## config.mk

```make
export PLATFORM = sky130hd
export DESIGN_NAME = multiplexer_scan
export DESIGN_NICKNAME = d
export VERILOG_FILES = /design/src/rtl/multiplexer_scan.sv
export SDC_FILE = /design/constraint.sdc
export NUM_CORES = 1
export LEC_CHECK = 0
export CAP_MARGIN = 20
export CORE_AREA = 2 2 108 110
export DETAILED_ROUTE_END_ITERATION = 6
export DIE_AREA = 0 0 110 112
export PLACE_DENSITY = 0.83
export SYNTH_ARGS = -nofsm -noshare
export SYNTH_HDL_FRONTEND = slang
export SYNTH_SLANG_ARGS = --single-unit
```

## constraint.sdc

```tcl
create_clock -name clock -period 3.4 [get_ports clock]
set_input_delay 1.02 -clock clock [delete_from_list [all_inputs] [get_ports clock]]
set_output_delay 1.02 -clock clock [all_outputs]
set_load 0.05 [all_outputs]
```

## src/rtl/multiplexer_scan.sv

```systemverilog
// -----------------------------------------------------------------------------
// multiplexer_scan
//
// Registered N-channel, W-bit multiplexer with two operating modes:
//   - direct : the channel addressed by `sel` is forwarded to the output.
//   - scan   : channels are walked round-robin, DWELL cycles per channel,
//              starting from `sel` at the moment the scan is entered.
// All outputs are registered on the same edge, so data, index, valid and
// wrap always describe the same channel.
//
// Optional feature macro: MULTIPLEXER_SCAN_MASK_EN
//   When defined, the `chanMask` port exists and the scan visits only the
//   channels whose mask bit is 1. When undefined, every channel is scanned.
//
// Ports:
//   clock    in   single clock, rising-edge active
//   reset    in   asynchronous, active-high
//   enable   in   0 = idle, outputs forced to zero
//   mode     in   0 = direct, 1 = scan
//   sel      in   [SEL_BITS]   direct channel / scan start channel
//   muxIn    in   [N*W]        channel k at bits [k*W +: W]
//   chanMask in   [N]          scan include mask (MULTIPLEXER_SCAN_MASK_EN only)
//   muxOut   out  [W]          registered channel data
//   chanOut  out  [SEL_BITS]   index of the channel shown on muxOut
//   valid    out               muxOut holds real channel data
//   wrap     out               one-cycle pulse when the scan returns to a
//                              lower-or-equal index
// -----------------------------------------------------------------------------
module multiplexer_scan #(
    parameter int NR_OF_INPUTS = 16,
    parameter int NR_OF_BITS   = 8,
    parameter int SEL_BITS     = 4,
    parameter int DWELL        = 4
) (
    input  logic                               clock,
    input  logic                               reset,
    input  logic                               enable,
    input  logic                               mode,
    input  logic [SEL_BITS-1:0]                sel,
    input  logic [NR_OF_INPUTS*NR_OF_BITS-1:0] muxIn,
`ifdef MULTIPLEXER_SCAN_MASK_EN
    input  logic [NR_OF_INPUTS-1:0]            chanMask,
`endif
    output logic [NR_OF_BITS-1:0]              muxOut,
    output logic [SEL_BITS-1:0]                chanOut,
    output logic                               valid,
    output logic                               wrap
);

    typedef enum logic [1:0] {
        IDLE   = 2'd0,
        DIRECT = 2'd1,
        SCAN   = 2'd2
    } state_t;

    // Counter value at which the pointer moves on (DWELL=1 gives 0, i.e. every cycle).
    localparam logic [7:0] DWELL_LAST = 8'(DWELL - 1);

    state_t                    state_r;
    state_t                    nextState_s;
    logic [SEL_BITS-1:0]       pointer_r;
    logic [SEL_BITS-1:0]       nextPointer_s;
    logic [7:0]                dwellCnt_r;
    logic [7:0]                nextCnt_s;
    logic [NR_OF_BITS-1:0]     nextMuxOut_s;
    logic [SEL_BITS-1:0]       nextChanOut_s;
    logic                      nextValid_s;
    logic                      nextWrap_s;

    logic [NR_OF_INPUTS-1:0]   scanMask_s;
    logic                      maskEmpty_s;
    logic                      selInRange_s;
    logic                      pointerEnabled_s;
    logic [SEL_BITS-1:0]       entryStart_s;
    logic [SEL_BITS-1:0]       advancePtr_s;

    // Data of channel idx; indices outside the channel range yield zero.
    function automatic logic [NR_OF_BITS-1:0] channelData(
        input logic [SEL_BITS-1:0]                idx,
        input logic [NR_OF_INPUTS*NR_OF_BITS-1:0] bus
    );
        logic [NR_OF_BITS-1:0] data;
        data = {NR_OF_BITS{1'b0}};
        for (int k = 0; k < NR_OF_INPUTS; k++) begin
            if (int'(idx) == k) begin
                data = bus[k*NR_OF_BITS +: NR_OF_BITS];
            end
        end
        return data;
    endfunction

    // Lowest enabled channel at or above start; if none, the lowest enabled
    // channel overall (wrap-around). Returns 0 for an empty mask.
    function automatic logic [SEL_BITS-1:0] firstEnabled(
        input int                      start,
        input logic [NR_OF_INPUTS-1:0] mask
    );
        logic [SEL_BITS-1:0] upper;
        logic [SEL_BITS-1:0] lowest;
        logic                upperFound;
        upper      = {SEL_BITS{1'b0}};
        lowest     = {SEL_BITS{1'b0}};
        upperFound = 1'b0;
        // Descending walk: the last hit is the lowest index.
        for (int k = NR_OF_INPUTS - 1; k >= 0; k--) begin
            if (mask[k]) begin
                lowest = SEL_BITS'(k);
                if (k >= start) begin
                    upper      = SEL_BITS'(k);
                    upperFound = 1'b1;
                end
            end
        end
        return upperFound ? upper : lowest;
    endfunction

    // Mask bit of channel idx without a variable bit-select on a narrower vector.
    function automatic logic maskBit(
        input logic [SEL_BITS-1:0]     idx,
        input logic [NR_OF_INPUTS-1:0] mask
    );
        logic bitVal;
        bitVal = 1'b0;
        for (int k = 0; k < NR_OF_INPUTS; k++) begin
            if (int'(idx) == k) begin
                bitVal = mask[k];
            end
        end
        return bitVal;
    endfunction

`ifdef MULTIPLEXER_SCAN_MASK_EN
    assign scanMask_s = chanMask;
`else
    assign scanMask_s = {NR_OF_INPUTS{1'b1}};
`endif

    assign maskEmpty_s      = ~|scanMask_s;
    assign selInRange_s     = (int'(sel) < NR_OF_INPUTS);
    assign pointerEnabled_s = maskBit(pointer_r, scanMask_s);
    // An out-of-range start channel falls back to channel 0.
    assign entryStart_s     = firstEnabled(selInRange_s ? int'(sel) : 0, scanMask_s);
    assign advancePtr_s     = firstEnabled(int'(pointer_r) + 1, scanMask_s);

    // Next state, next pointer/counter and next registered outputs.
    always_comb begin
        nextPointer_s = pointer_r;
        nextCnt_s     = 8'd0;
        nextMuxOut_s  = {NR_OF_BITS{1'b0}};
        nextChanOut_s = chanOut;
        nextValid_s   = 1'b0;
        nextWrap_s    = 1'b0;

        if (!enable) begin
            nextState_s = IDLE;
        end else if (!mode) begin
            nextState_s = DIRECT;
        end else begin
            nextState_s = SCAN;
        end

        case (nextState_s)
            IDLE: begin
                nextCnt_s = 8'd0;
            end
            DIRECT: begin
                nextChanOut_s = sel;
                if (selInRange_s) begin
                    nextMuxOut_s = channelData(sel, muxIn);
                    nextValid_s  = 1'b1;
                end else begin
                    nextMuxOut_s = {NR_OF_BITS{1'b0}};
                    nextValid_s  = 1'b0;
                end
            end
            SCAN: begin
                if (maskEmpty_s) begin
                    // Nothing to show: pointer and index freeze, data invalid.
                    nextValid_s = 1'b0;
                end else if (state_r != SCAN) begin
                    nextPointer_s = entryStart_s;
                    nextMuxOut_s  = channelData(entryStart_s, muxIn);
                    nextChanOut_s = entryStart_s;
                    nextValid_s   = 1'b1;
                end else if ((dwellCnt_r == DWELL_LAST) || !pointerEnabled_s) begin
                    // Dwell expired (or the current channel got masked off).
                    nextPointer_s = advancePtr_s;
                    nextMuxOut_s  = channelData(advancePtr_s, muxIn);
                    nextChanOut_s = advancePtr_s;
                    nextValid_s   = 1'b1;
                    nextWrap_s    = (advancePtr_s <= pointer_r);
                end else begin
                    nextCnt_s     = dwellCnt_r + 8'd1;
                    nextMuxOut_s  = channelData(pointer_r, muxIn);
                    nextChanOut_s = pointer_r;
                    nextValid_s   = 1'b1;
                end
            end
            default: begin
                nextCnt_s = 8'd0;
            end
        endcase
    end

    // FSM state register.
    always_ff @(posedge clock or posedge reset) begin
        if (reset) begin
            state_r <= IDLE;
        end else begin
            state_r <= nextState_s;
        end
    end

    // Scan pointer, dwell counter and registered outputs.
    always_ff @(posedge clock or posedge reset) begin
        if (reset) begin
            pointer_r  <= {SEL_BITS{1'b0}};
            dwellCnt_r <= 8'd0;
            muxOut     <= {NR_OF_BITS{1'b0}};
            chanOut    <= {SEL_BITS{1'b0}};
            valid      <= 1'b0;
            wrap       <= 1'b0;
        end else begin
            pointer_r  <= nextPointer_s;
            dwellCnt_r <= nextCnt_s;
            muxOut     <= nextMuxOut_s;
            chanOut    <= nextChanOut_s;
            valid      <= nextValid_s;
            wrap       <= nextWrap_s;
        end
    end

endmodule

```

# --- After elaboration in Yosys (flattened, before gate mapping) ---
# Cells that the tools add are included.
totals:
  ff_bits: 28
  input_bits: 136
  output_inout_bits: 14
  elab_cells: 275
op_classes:
  add_sub_neg: 2
  order_cmp: 33
  n_eq_ne: 64
  n_mux: 161
  n_reduce_logical: 8
ops:
  columns: ["op", "n"]
  rows:
  - ["8-bit 2-to-1 mux", 69]
  - ["4-bit 2-to-1 mux", 36]
  - ["4-bit equality test (second input constant)", 32]
  - ["4-bit by 3-bit equality test with 1-bit output (second input constant)", 16]
  - ["1-bit 2-to-1 mux", 52]
  - ["4-bit by 5-bit greater-or-equal comparator with 1-bit output (first input constant)", 8]
  - ["4-bit by 2-bit equality test with 1-bit output (second input constant)", 8]
  - ["4-bit greater-or-equal comparator (first input constant)", 8]
  - ["3-bit by 5-bit greater-or-equal comparator with 1-bit output (first input constant)", 4]
  - ["4-bit by 1-bit equality test with 1-bit output (second input constant)", 4]
  - ["3-bit by 4-bit greater-or-equal comparator with 1-bit output (first input constant)", 4]
  - ["4-bit zero test", 4]
  - ["8-bit one-hot mux with 2 select lines", 1]
  - ["1-bit by 5-bit greater-or-equal comparator with 1-bit output (first input constant)", 2]
  - ["2-bit by 5-bit greater-or-equal comparator with 1-bit output (first input constant)", 2]
  - ["8-bit by 1-bit adder with 8-bit output (second input constant)", 1]
  - ["8-bit by 2-bit equality test with 1-bit output (second input constant)", 1]
  - ["1-bit by 4-bit greater-or-equal comparator with 1-bit output (first input constant)", 2]
  - ["2-bit by 4-bit greater-or-equal comparator with 1-bit output (first input constant)", 2]
  - ["4-bit one-hot mux with 2 select lines", 1]
  - ["4-bit by 1-bit adder with 5-bit output (second input constant)", 1]
  - ["4-bit less-or-equal comparator", 1]
  - ["2-bit 2-to-1 mux", 2]
  - ["2-bit by 1-bit equality test with 1-bit output (second input constant)", 1]
  - ["6 further kinds", 6]

# --- Longest topological paths before layout ---
# Gate-level depths: netlist of the first run.
logic_depth:
  depth_word: 39
  depth_mapped: 13
  depth_no_buf: 9

# --- Worst setup path before layout of the first run ---
# No wires, ideal clock.
synth_path:
  path_kind: "input-to-reg"
  from: "in sel[0]"
  to: "reg muxOut[3]"
  setup_ns: 0.144
  t_arrival_ns: 2.642
  required_ns: 3.256
  slack_ns: 0.614
  path_stages: 7
  path_buffers: 2
  path_cell_list: "buf_2 > buf_2 > mux4_2 > a22oi_1 > o22ai_1 > a2111oi_0 > o211ai_1"
synth_via:
  elab_chain_cells: 37
  elab_cells_between_ends: 115
  cone_classes: "order compare: 16; eq/ne: 30; mux: 67; reduce/logical: 2"
synth_rtl:
  columns: ["element", "line_no", "source"]
  rows:
  - ["start, declared", "39", "input logic [SEL_BITS-1:0] sel,"]
  - ["4-bit greater-or-equal comparator", "108", "if (k >= start) begin"]
  - ["4-bit 2-to-1 mux / 1-bit 2-to-1 mux (equally long branches) (16 in series)", "108", null]
  - ["4-bit 2-to-1 mux", "114", "return upperFound ? upper : lowest;"]
  - ["4-bit zero test", "85", "if (int'(idx) == k) begin"]
  - ["8-bit 2-to-1 mux (16 in series)", "85", null]
  - ["8-bit 2-to-1 mux", "180", "end else if (state_r != SCAN) begin"]
  - ["8-bit one-hot mux with 2 select lines *", "162", "case (nextState_s)"]
  - ["named net nextMuxOut_s[3]", "65", "logic [NR_OF_BITS-1:0] nextMuxOut_s;"]
  - ["end signal, assigned", "219", "muxOut <= {NR_OF_BITS{1'b0}};"]
  - ["end signal, assigned", "226", "muxOut <= nextMuxOut_s;"]
  - ["end, declared", "44", "output logic [NR_OF_BITS-1:0] muxOut,"]
# Mark *: on every way through the listed nets, which the timed path passes. The rest lies on a longest branch.
# A chain may end at the register's enable or synchronous reset.

# --- Worst setup path in the final report of the first run ---
layout_path:
  from: "reg pointer_r[1]"
  to: "reg muxOut[4]"
layout_via:
  elab_chain_cells: 39
  elab_cells_between_ends: 135
  cone_classes: "add/sub: 1; order compare: 16; eq/ne: 30; mux: 84; reduce/logical: 4"
layout_rtl:
  columns: ["element", "line_no", "source"]
  rows:
  - ["start, declared", "61", "logic [SEL_BITS-1:0] pointer_r;"]
  - ["start signal, assigned", "217", "pointer_r <= {SEL_BITS{1'b0}};"]
  - ["start signal, assigned", "224", "pointer_r <= nextPointer_s;"]
  - ["4-bit by 1-bit adder with 5-bit output", "143", "assign advancePtr_s = firstEnabled(int'(pointer_r) + 1, scanMask_s);"]
  - ["4-bit by 5-bit greater-or-equal comparator with 1-bit output", "108", null]
  - ["4-bit 2-to-1 mux / 1-bit 2-to-1 mux (equally long branches) (16 in series)", "108", null]
  - ["4-bit 2-to-1 mux", "114", null]
  - ["4-bit zero test", "85", null]
  - ["8-bit 2-to-1 mux (16 in series)", "85", null]
  - ["8-bit 2-to-1 mux *", "185", "end else if ((dwellCnt_r == DWELL_LAST) || !pointerEnabled_s) begin"]
  - ["8-bit 2-to-1 mux *", "180", null]
  - ["8-bit one-hot mux with 2 select lines *", "162", null]
  - ["named net nextMuxOut_s[4]", "65", null]
# Marks and branches as above.

==> flow_metrics.tcl, run 1 <==
set metrics [dict create \
    synth_edf_count 0 \
    synth_top_area_frac 0.1246 \
    port_buffers 149 \
    clk_pin_slew_ns 0.08 \
    die_area_um2 12320 \
    worst_slack_ns 0.05475 \
    yosys.area.top_type "dfrtp_1" \
    synth_cells 798 \
    numCtsBuffers 3 \
    vias 8438 \
    cts_tree "built" \
    antenna_found_initial 1 \
    finClkSkew_ns 0.005266 \
    hold_viol 0 \
    worstPathMaxFanout 17 \
    routedWlPerCell_um 28.38 \
    ioPinCount 150 \
    synth_area_leaders "dfrtp_1, o21ai_0, a21oi_1" \
    critPathKind "reg -> reg" \
    seqCellArea_um2 700.7 \
    synth_nets 942 \
    grt_first_pass_wirelength_mm 46.08 \
    synthAdderAreaFrac 0.01781 \
    area_growth_pct 35.70 \
    synth.area.mux_share 0.07701 \
    drtIter0Drc 1689 \
    grt_max_degree 30 \
    post-place-ws_ns 0.2190 \
    status "finished, violations left" \
    yosys_warnings 0 \
    synth_area_um2 5622 \
    globalplace.congestion 1.168 \
    nets 1100 \
    clock-root-buffer "clkbuf_16" \
    hold_path_class "reg -> reg" \
    drc 33 \
    core-area_um2 11170 \
    drive_gt1_frac 0.1455 \
    min_period_ns 3.345 \
    grt_pass1_vias 7853 \
    fillers 964 \
    clock_latency_ns 0.27 \
    yosysSeqAreaShare 0.1246 \
    placementRows 39 \
    fp.dieH_um 112 \
    finalCritPeriodShare 0.9839 \
    maxCapViolCount 0 \
    synth_xor_area_frac 0.01091 \
    start_kind "flip-flop" \
    final.setup.tns_ns 0 \
    post_drt_via_cell_ratio 7.678 \
    die-width_um 110 \
    drtPass1Iterations 7 \
    finalSetupViolations 0 \
    ir_drop_mv 0.3128 \
    synthArstFlopShare 1.000 \
    grt_usage 0.4963 \
    syn_area_per_cell_um2 7.045 \
    worst_pin_slew_ns 0.8038 \
    slew_viol_final 0 \
    grt_overflow_total 0 \
    h-tree-depth 1 \
    synth-simple-area-share 0.2341 \
    synth_top_family_by_area "compound AO/OA/AOI/OAI gates" \
    cts_buffer_depth 2 \
    power_density_nw_per_um2 381.4 \
    required_ns 3.57 \
    clock-sinks 28 \
    place_hpwl_mm 23.89 \
    multiInputGateArea_um2 4468 \
    p_leak_nw 2.814 \
    yosys_register_bits 28 \
    synth_cell_types 92 \
    initial_utilization 0.5031 \
    rsz0062_at_grt "no" \
    violations "DRC" \
    max_freq_ghz 0.2989 \
    end_kind "flip-flop" \
    arrival_ns 3.51 \
    relSlewSlack 0.4621 \
    synth_compound_area_frac 0.4545 \
    synth_flop_cell "dfrtp_1" \
    holdWs_ns 0.5185 \
    ant_nets 0 \
    wirelength_mm 31.19 \
]
==> Yosys cell counts (14+ instances only) <==
cell type,instances
o211ai_1,14
a221oi_1,29
dfrtp_1,28
inv_1,20
nand2_1,68
o22ai_1,28
a22oi_1,14
o221ai_1,20
clkbuf_1,33
nor2_1,78
buf_2,28
nand3_1,27
a21oi_1,66
o21ai_0,69
mux2i_1,14
==> power breakdown <==
group,switching (mW),internal (mW)
Clock,0.133,0.235
Sequential,0.0368,0.360
Combinational,1.33,0.811
Total,1.50,1.41
==> sequential cells by signal (all words and copies together), names as in the netlist <==
| signal | count |
|---|---|
| chanOut | 4 |
| dwellCnt_r | 8 |
| muxOut | 8 |
| pointer_r | 4 |
| state_r | 2 |
| valid | 1 |
| wrap | 1 |
==> kinds of logic (layout without fill, tap and decap cells) <==
| family | count (synthesis) | after routing |
|---|---|---|
| buffers and inverters | 98 | 255 |
| flip-flops | 28 | 28 |
| multiplexers | 33 | 33 |
| other | 0 | 1 |
| adder cells (fa/ha/maj) | 8 | 8 |
| AND/OR/NAND/NOR | 263 | 263 |
| XOR/XNOR | 7 | 7 |
| AO/OA/AOI/OAI | 361 | 361 |
==> worst paths after layout <==
path / slack (ns) / startpoint / cells past startpoint / end
max: 0.05 / pointer_r[1] / 9 / muxOut[4]
min: 0.52 / chanOut[3] / 1 / chanOut[3]
max in group asynchronous: 2.00 / reset / 3 / chanOut[2]
max reg2reg: 0.05 / pointer_r[1] / 9 / muxOut[4]
min reg2reg: 0.52 / chanOut[3] / 1 / chanOut[3]
min in group asynchronous: 1.12 / reset / 3 / chanOut[3]
==> worst max-delay path, cell delays in order, from the launching register on <==
cell	delay, ns
dfrtp_1	0.56
ha_1	0.41
buf_4	0.30
nor2b_1	0.20
a21oi_1	0.19
o221ai_1	0.28
a32o_1	0.31
a22oi_1	0.47
o211ai_1	0.21
a32o_1	0.29
==> per-stage QoR <==
step                  util  instances  total power, mW  instance area (µm²)
floorplan                -        798            1.566                 5622
global placement    0.6730       1094            2.400                 7521
detailed placement  0.6730       1094            2.400                 7521
CTS                 0.6825       1098            2.770                 7626
global route        0.6827       1099            2.984                 7629
finish              0.6827       1099            2.910                 7629
==> layer usage <==
layer	part of all wire	global-route usage
met2	0.40	0.7047
met4	0.085	0.2962
met3	0.16	0.1458
met5	0	0
met1	0.35	0.6563
==> layout by cell type, fill, tap and decap left out, types with 9 or more instances in the layout <==
| master | netlist | routed |
|---|---|---|
| a22oi_1 | 14 | 14 |
| a21oi_1 | 66 | 66 |
| nor2b_1 | 10 | 10 |
| o21ai_0 | 69 | 69 |
| a31oi_1 | 10 | 10 |
| nand3_1 | 27 | 27 |
| nand2b_1 | 11 | 11 |
| o22ai_1 | 28 | 28 |
| nor2_1 | 78 | 78 |
| nand4_1 | 10 | 10 |
| inv_1 | 20 | 20 |
| a221oi_1 | 29 | 29 |
| clkdlybuf4s50_1 | 0 | 147 |
| o21ai_1 | 9 | 9 |
| a211oi_1 | 9 | 9 |
| nand2_1 | 68 | 68 |
| buf_4 | 0 | 78 |
| dfrtp_1 | 28 | 28 |
| o221ai_1 | 20 | 20 |
| nor3_1 | 11 | 11 |
| o211ai_1 | 14 | 14 |
| mux2i_1 | 14 | 14 |
| mux2_2 | 12 | 12 |
==> repair_timing <==
item / in CTS / in global routing
hold buffers: 0 / 0
endpoints found under the setup margin: 0 / 1
setup buffers: 0 / 0
endpoints found under the hold margin: 0 / 0
gates resized for setup: 0 / 1
==> area by class of cell <==
class | instances | share of cell area
Inverter | 23 | 0.01132
Antenna cell | 1 | 0.0003280
Sequential cell | 28 | 0.09185
Clock buffer | 3 | 0.009841
Multi-Input combinational cell | 672 | 0.5857
Clock inverter | 1 | 0.003936
Tap cell | 143 | 0.02345
Timing Repair Buffer | 228 | 0.2736
Note: power is estimated with default switching activity, not from simulation.
==> inputs of run 2 (changes only) <==
Settings changed: CORE_AREA 2 2 108 110 to 2 2 115 117, DIE_AREA 0 0 110 112 to 0 0 117 119, PLACE_DENSITY 0.83 to 0.74.
==> run 2 against run 1 <==
Net effect:
- the flow now finishes without violations
- power up 2.1%
- die area grew 13%
- clock-buffer cell count unchanged
- wire length rose by 4.6%
- critical endpoint is now muxOut[6]
- largest cell class unchanged
- largest power group unchanged
==> flow_metrics.tcl, run 2 (synthesized netlist as in run 1, its figures left out) <==
set metrics [dict create \
    grt-busiest-layer "met2" \
    post-place-ws_ns 0.1980 \
    area_growth_pct 38.48 \
    status "finished, final reports clean" \
    start_kind "flip-flop" \
    cp_slowest_cell "nor4_1" \
    min-delay-start "dwellCnt_r[0]" \
    ant_nets 0 \
    ioPinCount 150 \
    grt_use_met2 0.6770 \
    grt_overflow_total 0 \
    required_ns 3.60 \
    vias 8363 \
    worst_pin_slew_ns 0.8313 \
    crit_top_cell "buf_4" \
    wirelength_mm 32.61 \
    h-tree-depth 1 \
    cts_setup_buffers 0 \
    cp-endpoint "muxOut[6]" \
    hold_viol 0 \
    worstPathCellList "buf_4 > ha_2 > buf_4 > nor2b_1 > a221oi_1 > nor4_1 > buf_4 > a211oi_1 > buf_4 > nor3_1 > nor2_1 > a211oi_2" \
    maxCapViolCount 0 \
    rr_endpoint "muxOut[6]" \
    numCtsBuffers 3 \
    clock-root-buffer "clkbuf_16" \
    cts_tree "built" \
    p_leak_nw 2.876 \
    grt_max_degree 37 \
    relSlewSlack 0.4438 \
    place_hpwl_mm 24.99 \
    ff2ff_setup_slack_ns 0.31 \
    clock_latency_ns 0.28 \
    post_drt_via_cell_ratio 7.336 \
    placed_area_um2 7680 \
    globalplace.congestion 1.116 \
    grt.met3_usage 0.1232 \
    crit_cells 12 \
    cts_hold_buffers 0 \
    cpLargestDelayFamily "simple AND/OR/NAND/NOR gates" \
    mostFrequentLayoutCell "clkdlybuf4s50_1" \
    die-width_um 117 \
    holdWs_ns 0.5082 \
    worst_slack_ns 0.3136 \
    worstPathMaxFanout 8 \
    reg2reg_from "pointer_r[0]" \
    cts_buffer_depth 2 \
    hold_path_class "reg -> reg" \
    grt_first_pass_wirelength_mm 47.42 \
    diodes 0 \
    final.setup.tns_ns 0 \
    worst_path_largest_cell_delay_ns 0.49 \
    drtPass1Iterations 6 \
    initial_utilization 0.4366 \
    drc 0 \
    critical_path_buf_inv_count 4 \
    core-area_um2 12870 \
    clk_pin_slew_ns 0.08 \
    cp-startpoint "pointer_r[0]" \
    fp.dieH_um 119 \
    power_density_nw_per_um2 381.6 \
    arrival_ns 3.28 \
    met1_usage 0.5996 \
    finalSetupViolations 0 \
    post_cts_resized 0 \
    grt_pass1_vias 7868 \
    critPathKind "reg -> reg" \
    r2r_cells 12 \
    nets 1109 \
    finalInstanceArea_um2 7785 \
    rsz0062_at_grt "no" \
    grt_usage 0.4562 \
    slew_viol_final 0 \
    drive_gt1_frac 0.1525 \
    routedWlPerCell_um 28.61 \
    finalCritPeriodShare 0.9078 \
    top_regs "dwellCnt_r x8, muxOut x8" \
    antenna_found_initial 0 \
    clock-sinks 28 \
    placementRows 42 \
    drtIter0Drc 1448 \
    end_kind "flip-flop" \
    min_period_ns 3.086 \
    die_area_um2 13920 \
    port_buffers 149 \
    fillers 1251 \
    ir_drop_mv 0.2825 \
    finClkSkew_ns 0.004972 \
    final_cell_mix "clkdlybuf4s50_1, buf_4, nor2_1" \
    max_freq_ghz 0.3240 \
]
==> run 2: cell types whose count changed in the layout (fill, tap and decap cells not counted), sizes merged <==
| cell | previous run | this run |
|---|---|---|
| buf | 81 | 90 |
| diode | 1 | 0 |
==> run 2: worst min path at each step <==
stage,cells past startpoint,endpoint
global placement,1,chanOut[3]
global route,1,dwellCnt_r[0]
floorplan,1,dwellCnt_r[0]
CTS,1,dwellCnt_r[0]
finish,1,dwellCnt_r[0]
detailed placement,1,chanOut[3]
==> run 2: area by class of cell <==
class	count	area, µm²	share of cell area
Sequential cell	28	700.7	0.09000
Tap cell	176	220.2	0.02829
Timing Repair Buffer	237	2205	0.2832
Inverter	23	86.33	0.01109
Clock buffer	3	75.07	0.009643
Clock inverter	1	30.03	0.003857
Multi-Input combinational cell	672	4468	0.5739
==> run 2: per-stage QoR <==
stage | power, mW | util | std cells
after global routing | 3.055 | 0.6047 | 1140
after CTS | 2.858 | 0.6047 | 1140
after global placement | 2.481 | 0.5965 | 1136
after detailed placement | 2.475 | 0.5965 | 1136
after floorplan | 1.566 | - | 798
final | 2.971 | 0.6047 | 1140
==> run 2: layer usage <==
layer	part of all wire	vias up
li1	-	3487
met5	0	-
met1	0.36	3894
met3	0.14	192
met2	0.42	790
met4	0.069	0
==> run 2: power breakdown <==
part / switching [mW] / total [mW] / internal (mW)
logic: 1.35 / 2.20 / 0.846
clock network: 0.143 / 0.379 / 0.236
registers: 0.0311 / 0.391 / 0.360
total: 1.53 / 2.97 / 1.44
